[src/rtl/fifo_pkg.sv]
// -----------------------------------------------------------------------------
// fifo_pkg
//   Shared definitions for the FIFO read-side blocks.
//   - DATASIZE_DEF / ADDRSIZE_DEF : default word width and address width
//   - rd_state_e                  : output-buffer state; the encoding equals
//                                   the number of buffered words (0..2)
//   - occ_of                      : maps a buffer state to its occupancy
// -----------------------------------------------------------------------------
package fifo_pkg;

    localparam int DATASIZE_DEF = 8;
    localparam int ADDRSIZE_DEF = 4;

    // Encoding is the occupancy itself, so occ can be taken straight from state.
    typedef enum logic [1:0] {
        EMPTY = 2'd0,
        ONE   = 2'd1,
        TWO   = 2'd2
    } rd_state_e;

    function automatic logic [1:0] occ_of(input rd_state_e s);
        logic [1:0] occ_v;
        occ_v = s;
        return occ_v;
    endfunction

endpackage

[src/rtl/fifo_rd_stream.sv]
// -----------------------------------------------------------------------------
// fifo_rd_stream
//   Converts the read side of an asynchronous FIFO (empty flag + combinational
//   read data + increment strobe) into a valid/ready stream with a registered
//   data output. A 2-entry first-word-fall-through buffer (head + skid) lets
//   rinc be decided from buffer state only, so m_ready never reaches rinc
//   combinationally while still sustaining one word per cycle.
//
//   Parameters
//     DATASIZE : word width in bits
//     ADDRSIZE : FIFO address width, carried for the enclosing FIFO only
//
//   Ports
//     rclk    in   read-domain clock
//     rrst_n  in   asynchronous active-low reset
//     rempty  in   registered empty flag from the read-pointer stage
//     rdata   in   FIFO memory data at the current read address
//     rinc    out  read-increment request (a word is consumed when high)
//     flush   in   synchronous clear of the buffer, FIFO pointers untouched
//     m_valid out  downstream data valid
//     m_ready in   downstream accept
//     m_data  out  downstream data (head register)
//     occ     out  number of buffered words, 0..2
// -----------------------------------------------------------------------------
module fifo_rd_stream
    import fifo_pkg::*;
#(
    parameter int DATASIZE = DATASIZE_DEF,
    parameter int ADDRSIZE = ADDRSIZE_DEF
) (
    input  logic                rclk,
    input  logic                rrst_n,
    input  logic                rempty,
    input  logic [DATASIZE-1:0] rdata,
    output logic                rinc,
    input  logic                flush,
    output logic                m_valid,
    input  logic                m_ready,
    output logic [DATASIZE-1:0] m_data,
    output logic [1:0]          occ
);

    // ADDRSIZE matters only to the neighbouring pointer/memory blocks; any
    // legal value folds this term to a constant 1.
    localparam logic ADDR_OK = (ADDRSIZE > 0) ? 1'b1 : 1'b0;

    rd_state_e           state_r;
    logic [DATASIZE-1:0] head_r;
    logic [DATASIZE-1:0] skid_r;

    logic                push_s;
    logic                pop_s;

    // Read request depends only on the empty flag and registered state; the
    // reset term keeps the FIFO pointer still while rrst_n is low.
    assign rinc    = rrst_n & ~rempty & (state_r != TWO) & ADDR_OK;
    assign push_s  = rinc;
    assign m_valid = (state_r != EMPTY);
    assign pop_s   = m_valid & m_ready;
    assign m_data  = head_r;
    assign occ     = occ_of(state_r);

    // Buffer FSM: head always holds the oldest word, skid the younger one.
    always_ff @(posedge rclk or negedge rrst_n) begin
        if (!rrst_n) begin
            state_r <= EMPTY;
            head_r  <= {DATASIZE{1'b0}};
            skid_r  <= {DATASIZE{1'b0}};
        end else if (flush) begin
            // Buffered words and any word read this cycle are dropped.
            state_r <= EMPTY;
        end else begin
            case (state_r)
                EMPTY: begin
                    if (push_s) begin
                        head_r  <= rdata;
                        state_r <= ONE;
                    end else begin
                        state_r <= EMPTY;
                    end
                end
                ONE: begin
                    if (push_s && pop_s) begin
                        // Head leaves and the new word replaces it directly.
                        head_r  <= rdata;
                        state_r <= ONE;
                    end else if (push_s) begin
                        skid_r  <= rdata;
                        state_r <= TWO;
                    end else if (pop_s) begin
                        state_r <= EMPTY;
                    end else begin
                        state_r <= ONE;
                    end
                end
                TWO: begin
                    // rinc is low here, so only a pop can happen.
                    if (pop_s) begin
                        head_r  <= skid_r;
                        state_r <= ONE;
                    end else begin
                        state_r <= TWO;
                    end
                end
                default: begin
                    state_r <= EMPTY;
                end
            endcase
        end
    end

endmodule

[config.mk]
export PLATFORM = sky130hd
export DESIGN_NAME = fifo_rd_stream
export DESIGN_NICKNAME = d
export VERILOG_FILES = /design/src/rtl/fifo_pkg.sv /design/src/rtl/fifo_rd_stream.sv
export SDC_FILE = /design/constraint.sdc
export NUM_CORES = 1
export LEC_CHECK = 0
export CORE_MARGIN = 1
export CORE_UTILIZATION = 45
export CTS_CLUSTER_SIZE = 16
export DETAILED_ROUTE_END_ITERATION = 7
export PLACE_DENSITY_LB_ADDON = 0.2
export SETUP_SLACK_MARGIN = 0.1
export SYNTH_ARGS = -nofsm -noshare
export SYNTH_HDL_FRONTEND = slang
export SYNTH_SLANG_ARGS = --single-unit
[constraint.sdc]
create_clock -name rclk -period 2.2 [get_ports rclk]
set_input_delay 0.66 -clock rclk [delete_from_list [all_inputs] [get_ports rclk]]
set_output_delay 0.66 -clock rclk [all_outputs]
set_load 0.02 [all_outputs]
[Word-level counts from Yosys, hierarchy flattened]
Index checks and enable logic that the tools add are counted.
Operators by class
  add/subtract/negate cells: 0
  multipliers: 0
  div/mod/pow operators: 0
  order comparisons: 0
  eq/ne operators: 6
  shift operators: 0
  mux-type cells: 11
  bitwise logic cells: 6
  reduce and logical (&&, ||, !) cells: 6
Operator list (number)
  $mux W8: 3
  $pmux W8 S3: 1
  $mux W2: 4
  $ne A2 B2 Y1 const B: 4
  $pmux W2 S3: 1
  $reduce_and A5 Y1: 1
  $reduce_and A4 Y1: 1
  $and A1 B1 Y1: 3
  $not A1 Y1: 3
  $reduce_bool A3 Y1: 1
  $eq A2 B1 Y1 const B: 1
  $eq A2 B2 Y1 const B: 1
  $logic_not A2 Y1: 1
  $mux W1: 2
  $reduce_bool A2 Y1: 1
  $logic_and A1 B1 Y1: 1
Word-level totals
  bits in registers: 18
  bits in latches: 0
  memory bits (writable): 0
  ROM bits: 0
  input port bits: 13
  output and inout port bits: 12
  logic and storage cells: 32
  memories: 0

[Logic depth before layout (Yosys ltp)]
Gate-level depths: netlist of run 1.
  depth in word-level cells: 7
  mapped depth: 4
  mapped depth without buffers: 4

[Worst setup path before layout of run 1]
Ideal clock, no wire load.
  path kind: input -> register
  start point: input port rempty
  end point: register head_r[0] (netlist: m_data[0])
  data arrival time: 1.768 ns
  required time: 2.075 ns
  path slack: 0.307 ns
  cell stages on the path: 4
  cell sequence: nand2b_4 > or3_4 > a21oi_4 > mux2_2
Between the ends
  word-level cells in the longest chain between the ends: 6
  elaborated cells on any way between the ends: 7
  those cells by class: eq/ne: 2; bitwise: 3; reduce/logical: 2
RTL lines
  from (decl): line fifo_rd_stream.sv:33  | input logic rempty,
  $not A1 Y1 (*): line fifo_rd_stream.sv:56  | assign rinc = rrst_n & ~rempty & (state_r != TWO) & ADDR_OK;
  $and A1 B1 Y1 (*) (2 in a row): line fifo_rd_stream.sv:56
  $logic_and A1 B1 Y1: line fifo_rd_stream.sv:83  | if (push_s && pop_s) begin
  $ne A2 B2 Y1 (no line)
  $reduce_and A5 Y1 (no line) (*)
  to (signal assigned): line fifo_rd_stream.sv:67  | head_r <= {DATASIZE{1'b0}};
  to (signal assigned): line fifo_rd_stream.sv:85  | head_r <= rdata;
  to (signal assigned): line fifo_rd_stream.sv:99  | head_r <= skid_r;
  to (decl): line fifo_rd_stream.sv:48  | logic [DATASIZE-1:0] head_r;
Mark *: on every way between the ends. The rest lies on a longest branch, timed or not.
A chain may end at the register's enable or synchronous reset.

[Worst setup path after layout of run 1]
  start point: input port m_ready
  end point: register head_r[6] (netlist: m_data[6])
Between the ends
  word-level cells in the longest chain between the ends: 4
  elaborated cells on any way between the ends: 5
  those cells by class: eq/ne: 2; bitwise: 1; reduce/logical: 2
RTL lines
  from (decl): line fifo_rd_stream.sv:38  | input logic m_ready,
  $and A1 B1 Y1 (*): line fifo_rd_stream.sv:59  | assign pop_s = m_valid & m_ready;
  $logic_and A1 B1 Y1: line fifo_rd_stream.sv:83
  $ne A2 B2 Y1 (no line)
  $reduce_and A5 Y1 (no line) (*)
Marked as above.

==> results of run 1 <==
## logic make-up after synthesis
| logic type | count (synthesis) | share of synthesized area, % |
|---|---|---|
| AO/OA/AOI/OAI | 2 | 2.556 |
| buffers and inverters | 1 | 0.4507 |
| XOR/XNOR | 1 | 1.053 |
| multiplexers | 24 | 32.48 |
| AND/OR/NAND/NOR | 13 | 9.323 |
| flip-flops | 18 | 54.14 |
## power by group through the flow
| stage | Sequential [W] | Combinational, W | Clock, W |
|---|---|---|---|
| 2_1_floorplan | 0.000460 | 0.0000746 | 0 |
| 3_3_place_gp | 0.000418 | 0.000234 | 0 |
| 3_5_place_dp | 0.000421 | 0.000238 | 0 |
| 4_1_cts | 0.000416 | 0.000252 | 0.000162 |
| 5_1_grt | 0.000422 | 0.000264 | 0.000175 |
| 6_report | 0.000416 | 0.000248 | 0.000154 |
## per-layer routing
| metal | global-route usage [%] | part of all wire [%] | up-vias |
|---|---|---|---|
| li1 | - | - | 280 |
| met5 | 0 | 0 | - |
| met1 | 23.56 | 48 | 292 |
| met4 | 9.091 | 0.85 | 0 |
| met2 | 27.54 | 47 | 17 |
| met3 | 2.400 | 4.3 | 2 |
## per-stage QoR
step | hold WS [ns] | setup TNS, ns
5_1_grt | 0.5292 | 0
3_5_place_dp | 0.4799 | -3.136
3_3_place_gp | 0.4704 | -3.081
4_1_cts | 0.5134 | 0
6_report | 0.5095 | 0
2_1_floorplan | 0.3644 | 0
## cell usage in the layout, fill, tap and decap left out, drive strengths merged
master         instances
nor2                   3
clkbuf                 3
nand3                  1
nor2b                  3
nand2b                 1
a21oi                  1
mux2                  24
xor2                   1
o21ai                  1
or2                    1
dlygate4sd2            2
nand2                  3
buf                   10
clkdlybuf4s50         20
or3                    1
dlymetal6s2s           1
dfrtp                 18
## worst paths after layout
kind	endpoint	start	cells past startpoint
worst max-delay path	m_data[6]$_DFFE_PN0P_	m_ready	6
worst min-delay path	skid_r[7]$_DFFE_PN0P_	skid_r[7]$_DFFE_PN0P_	1
worst max register to register	m_data[6]$_DFFE_PN0P_	occ[1]$_DFF_PN0_	6
worst min register to register	skid_r[7]$_DFFE_PN0P_	skid_r[7]$_DFFE_PN0P_	1
max in group asynchronous	occ[1]$_DFF_PN0_	rrst_n	2
min in group asynchronous	skid_r[3]$_DFFE_PN0P_	rrst_n	2
## flip-flops by register name (all words and copies together), names as in the netlist
register / flops
skid_r: 8
occ: 2
m_data: 8
## area by class of cell
cell class	count	area, um2	area share [%]
Multi-Input combinational cell	40	396.6	32.58
Tap cell	25	31.28	2.569
Clock buffer	3	22.52	1.850
Timing Repair Buffer	33	316.6	26.00
Sequential cell	18	450.4	37.00
## worst reg2reg max path, cell delays in order (launching register included)
cell and delay [ns]:
dfrtp_1 0.44, nor2b_1 0.19, buf_4 0.22, nand2_1 0.13, a21oi_4 0.19, buf_6 0.16, mux2_4 0.30
## what timing repair did
item                       CTS  global route
setup endpoints to repair   10             1
hold buffers                 0             0
pin swaps                    2             1
resized for setup           15             1
==> results.py, run 1 <==
metrics = {
    "placement": {
        "place_congestion": 0.7329,
        "portBuffers": 24,
        "placed_cell_area_mm2": 0.001167,
        "dp.cells": 116,
        "place_ws_ns": -0.4112,
        "dp_hpwl_um": 1118,
    },
    "yosys": {
        "ys_ff_latch": 18,
        "synth_cell_types": 14,
        "ys_seq_area_share_pct": 54.14,
        "synth.area.top_cells": "dfrtp_1, mux2_2, nor2b_1, a21oi_4, nand2b_4",
        "avgSynthCellArea_um2": 14.10,
        "yosysMostFrequentCell": "mux2_2",
        "syn_area_um2": 832.0,
        "async_reset_ff_share_pct": 100.0,
        "ys.flop_type": "dfrtp_1",
        "synth_nets": 72,
        "syn_inst": 59,
        "ys_warn_count": 0,
        "netlist.area_leader.share_pct": 54.14,
        "synth.cells.most_frequent": "mux2_2, dfrtp_1, nand2_1, nor2_1, nor2b_1",
        "synth_edf_count": 0,
        "synth_top_area_cell": "dfrtp_1",
    },
    "sta": {
        "fin_skew_ns": 0.002247,
        "fmax_mhz": 489.8,
        "layout_min_cycle_time_ns": 2.042,
        "tightest_slew_ns": 0.2331,
        "fin_crit_sh_pct": 92.81,
        "finalHoldViolCount": 0,
        "rsz0062_at_grt": "no",
        "finalSetupViolCount": 0,
        "slew_headroom_pct": 84.46,
        "layout_setup_ws_ns": 0.1583,
        "drv_slew": 0,
    },
    "route": {
        "drt_iter0_drc": 4,
        "viasPerCell": 4.966,
        "drc": 0,
        "wirelength_um": 1526,
        "wl_per_cell_um": 12.82,
        "first_pass_iters": 4,
        "vias": 591,
        "ant_nets": 0,
    },
    "global_routing": {
        "groute.usage.overall_pct": 17.50,
        "grt_max_degree": 19,
        "grt_pass1_wl_um": 2456,
        "gr-total-overflow": 0,
        "antenna_found_initial": 0,
        "grt_pass1_vias": 551,
    },
    "cts": {
        "cts_tree": "built",
        "clockBufferDepth": 2,
        "clock-root-buffer": "clkbuf_4",
        "clkLatencyLatePin_ns": 0.28,
        "post_cts_buffers": 0,
        "clkTransAtPathRegs_ns": 0.09,
        "numCtsBuffers": 3,
        "clock-sinks": 18,
        "cts-htree-levels": 1,
    },
    "setup_path": {
        "cp-end-kind": "flip-flop",
        "cp.arrival_ns": 2.21,
        "r2r_slack_ns": 0.47,
        "cp_max_fo": 5,
        "required_ns": 2.37,
        "critical_path_class": "in -> reg",
        "slowest_stage": "clkdlybuf4s50_1",
        "path_cells": "clkdlybuf4s50_1 > nor2b_1 > or3_4 > a21oi_4 > buf_6 > mux2_4",
        "start_kind": "input pin",
        "slowest_delay_ns": 0.50,
        "critPathTopFamily": "buffers and inverters",
        "path_buf_inv": 2,
    },
    "floorplanning": {
        "core_mm2": 0.001727,
        "start_util_pct": 48.19,
        "ios": 25,
        "rows": 15,
        "die_h_um": 45,
        "dieArea_mm2": 0.002025,
        "die_w_um": 45,
    },
    "finish": {
        "final_core_util_pct": 70.51,
        "final_nets": 109,
        "drive_gt1_share_pct": 43.62,
        "fillers": 146,
        "stdcell_count": 119,
        "diodes": 0,
        "design_area_mm2": 0.001217,
        "synthToLayoutAreaGrowth_pct": 46.32,
    },
    "power": {
        "combPwrFrac_pct": 30.3,
        "peakVddDrop_uv": 478.7,
        "power-per-cell-area_mw_per_mm2": 672.4,
        "leakage_nw": 0.5646,
        "p_int_w": 0.0006025,
        "seqPwrFrac_pct": 50.8,
        "switching_power_w": 0.0002162,
        "swShare_pct": 26.40,
        "total_power_w": 0.0008186,
        "power.share.clock_pct": 18.9,
    },
    "run_status": {
        "status": "finished clean",
    },
    "job": {
        "cap_violations": 0,
    },
    "hold_path": {
        "min_path_type": "reg -> reg",
    },
}
No activity file was read; power rests on OpenSTA's default activity.
==> run 2, diff against run 1 <==
--- a/config.mk
+++ b/config.mk
@@ -6,7 +6,7 @@
 export NUM_CORES = 1
 export LEC_CHECK = 0
 export CORE_MARGIN = 1
-export CORE_UTILIZATION = 45
+export CORE_UTILIZATION = 38
 export CTS_CLUSTER_SIZE = 16
 export DETAILED_ROUTE_END_ITERATION = 7
 export PLACE_DENSITY_LB_ADDON = 0.2
==> results.py, run 2 (synthesized netlist as in run 1, its figures left out) <==
metrics = {
    "run_status": {
        "status": "finished clean",
    },
    "route": {
        "drt_iter0_drc": 5,
        "vias": 597,
        "wl_met1_um": 736,
        "wirelength_um": 1636,
        "wl_per_cell_um": 13.52,
        "wl_met2_um": 788,
        "viasPerCell": 4.934,
        "drc": 0,
        "first_pass_iters": 2,
        "top_layer": "met4",
        "ant_nets": 0,
        "wl_met3_um": 57,
    },
    "cts": {
        "clock-sinks": 18,
        "numCtsBuffers": 3,
        "clock-root-buffer": "clkbuf_4",
        "cts-htree-levels": 1,
        "clkLatencyLatePin_ns": 0.29,
        "hold_buffers": 0,
        "post_cts_buffers": 0,
        "cts_tree": "built",
        "clockBufferDepth": 2,
        "clkTransAtPathRegs_ns": 0.09,
    },
    "sta": {
        "rsz0062_at_grt": "no",
        "layout_min_cycle_time_ns": 2.032,
        "slew_headroom_pct": 84.23,
        "finalHoldViolCount": 0,
        "tns_ns": 0,
        "finalSetupViolCount": 0,
        "fin_crit_sh_pct": 92.38,
        "fin_skew_ns": 0.01248,
        "drv_slew": 0,
        "tightest_slew_ns": 0.2365,
        "fmax_mhz": 492.1,
        "holdWs_ns": 0.4905,
    },
    "finish": {
        "synthToLayoutAreaGrowth_pct": 43.16,
        "drive_gt1_share_pct": 42.55,
        "final_cell_mix": "mux2_2, clkdlybuf4s50_1, dfrtp_1",
        "diodes": 0,
        "final_nets": 109,
        "mostFrequentLayoutCell": "mux2_2",
    },
    "floorplanning": {
        "dieArea_mm2": 0.002381,
        "start_util_pct": 41.56,
        "ios": 25,
        "rows": 16,
        "die_h_um": 48.80,
        "die_w_um": 48.80,
        "core_mm2": 0.002002,
    },
    "setup_path": {
        "r2r_end": "m_data[3]$_DFFE_PN0P_",
        "timing.reg2reg.worst_path_depth": 6,
        "cp.arrival_ns": 2.20,
        "start_kind": "input pin",
        "required_ns": 2.37,
        "r2r_slack_ns": 0.46,
        "slowest_delay_ns": 0.48,
        "r2r-start": "occ[1]$_DFF_PN0_",
        "cp-end-kind": "flip-flop",
        "cp_max_fo": 4,
        "slowest_stage": "clkdlybuf4s50_1",
        "critical_path_class": "in -> reg",
        "path_cells": "clkdlybuf4s50_1 > nor2b_1 > or3_4 > a21oi_4 > buf_4 > mux2_2",
    },
    "placement": {
        "portBuffers": 24,
        "dp_hpwl_um": 1162,
        "place_congestion": 0.7089,
    },
    "hold_path": {
        "min_delay_worst_endpoint": "m_data[5]$_DFFE_PN0P_",
        "holdPathStages": 1,
        "hold_path.startpoint": "m_data[5]$_DFFE_PN0P_",
        "min_path_type": "reg -> reg",
    },
    "global_routing": {
        "grt_pass1_vias": 604,
        "groute.usage.overall_pct": 15.55,
        "antenna_found_initial": 0,
        "gr-total-overflow": 0,
        "grt_pass1_wl_um": 2746,
        "grt_max_degree": 19,
    },
    "power": {
        "power-per-cell-area_mw_per_mm2": 682.2,
        "leakage_nw": 0.5423,
        "peakVddDrop_uv": 390.7,
    },
    "job": {
        "cap_violations": 0,
    },
}
run 2: changes by cell type in the layout (fill, tap and decap cells not counted), sizes merged:
| cell | previous run | this run |
|---|---|---|
| dlygate4sd2 | 2 | 3 |
| dlymetal6s2s | 1 | 0 |
run 2: worst max path at each step:
stage | from | endpoint | slack, ns | depth (start not counted)
2_1_floorplan | rempty | m_data[0]$_DFFE_PN0P_ | 0.31 | 4
3_3_place_gp | rrst_n | rinc | -0.41 | 4
3_5_place_dp | rrst_n | rinc | -0.43 | 4
4_1_cts | m_ready | m_data[3]$_DFFE_PN0P_ | 0.17 | 6
5_1_grt | occ[1]$_DFF_PN0_ | occ[1] | 0.13 | 1
6_report | m_ready | m_data[3]$_DFFE_PN0P_ | 0.17 | 6
run 2: area by class of cell:
type,instances,area (um2)
flip-flops and latches,18,450.4
well taps,27,33.78
repair buffers,33,302.8
fillers,174,810.8
clock buffers,3,22.52
multi-input cells,40,381.6
run 2: stage by stage:
step                cell area [um2]  setup slack [ns]   power, W  util, %  std cells
detailed placement             1170           -0.4256  0.0006612    58.44        118
floorplan                     832.0            0.3071  0.0005347        -         59
CTS                            1191            0.1684  0.0008210    59.50        121
global placement               1170           -0.4134  0.0006542    58.44        118
finish                         1191            0.1677  0.0008126    59.50        121
global route                   1191            0.1327  0.0008544    59.50        121
run 2: timing repair:
action,4_1_cts,5_1_grt
resized for setup,9,0
hold endpoints to repair,0,0
endpoints found under the setup margin,10,0
run 2: critical path: cells and delay by family:
| family | cells | cell delay, ns |
|---|---|---|
| buffers and inverters | 2 | 0.64 |
| and+or+nand+nor | 2 | 0.44 |
| AOI/OAI and AO/OA | 1 | 0.14 |
| muxes | 1 | 0.33 |
run 2: per-layer routing:
metal  vias up  track usage, %
li1        276               -
met1       299           19.88
met2        16           23.84
met3         6           2.804
met4         0           10.78
met5         -               0
run 2: where the power goes:
part	switching [W]	internal (W)	leakage [nW]
logic	0.0000981	0.000139	0.300
registers	0.0000268	0.000388	0.228
clock network	0.0000971	0.0000635	0.0138
total	0.000222	0.000591	0.542
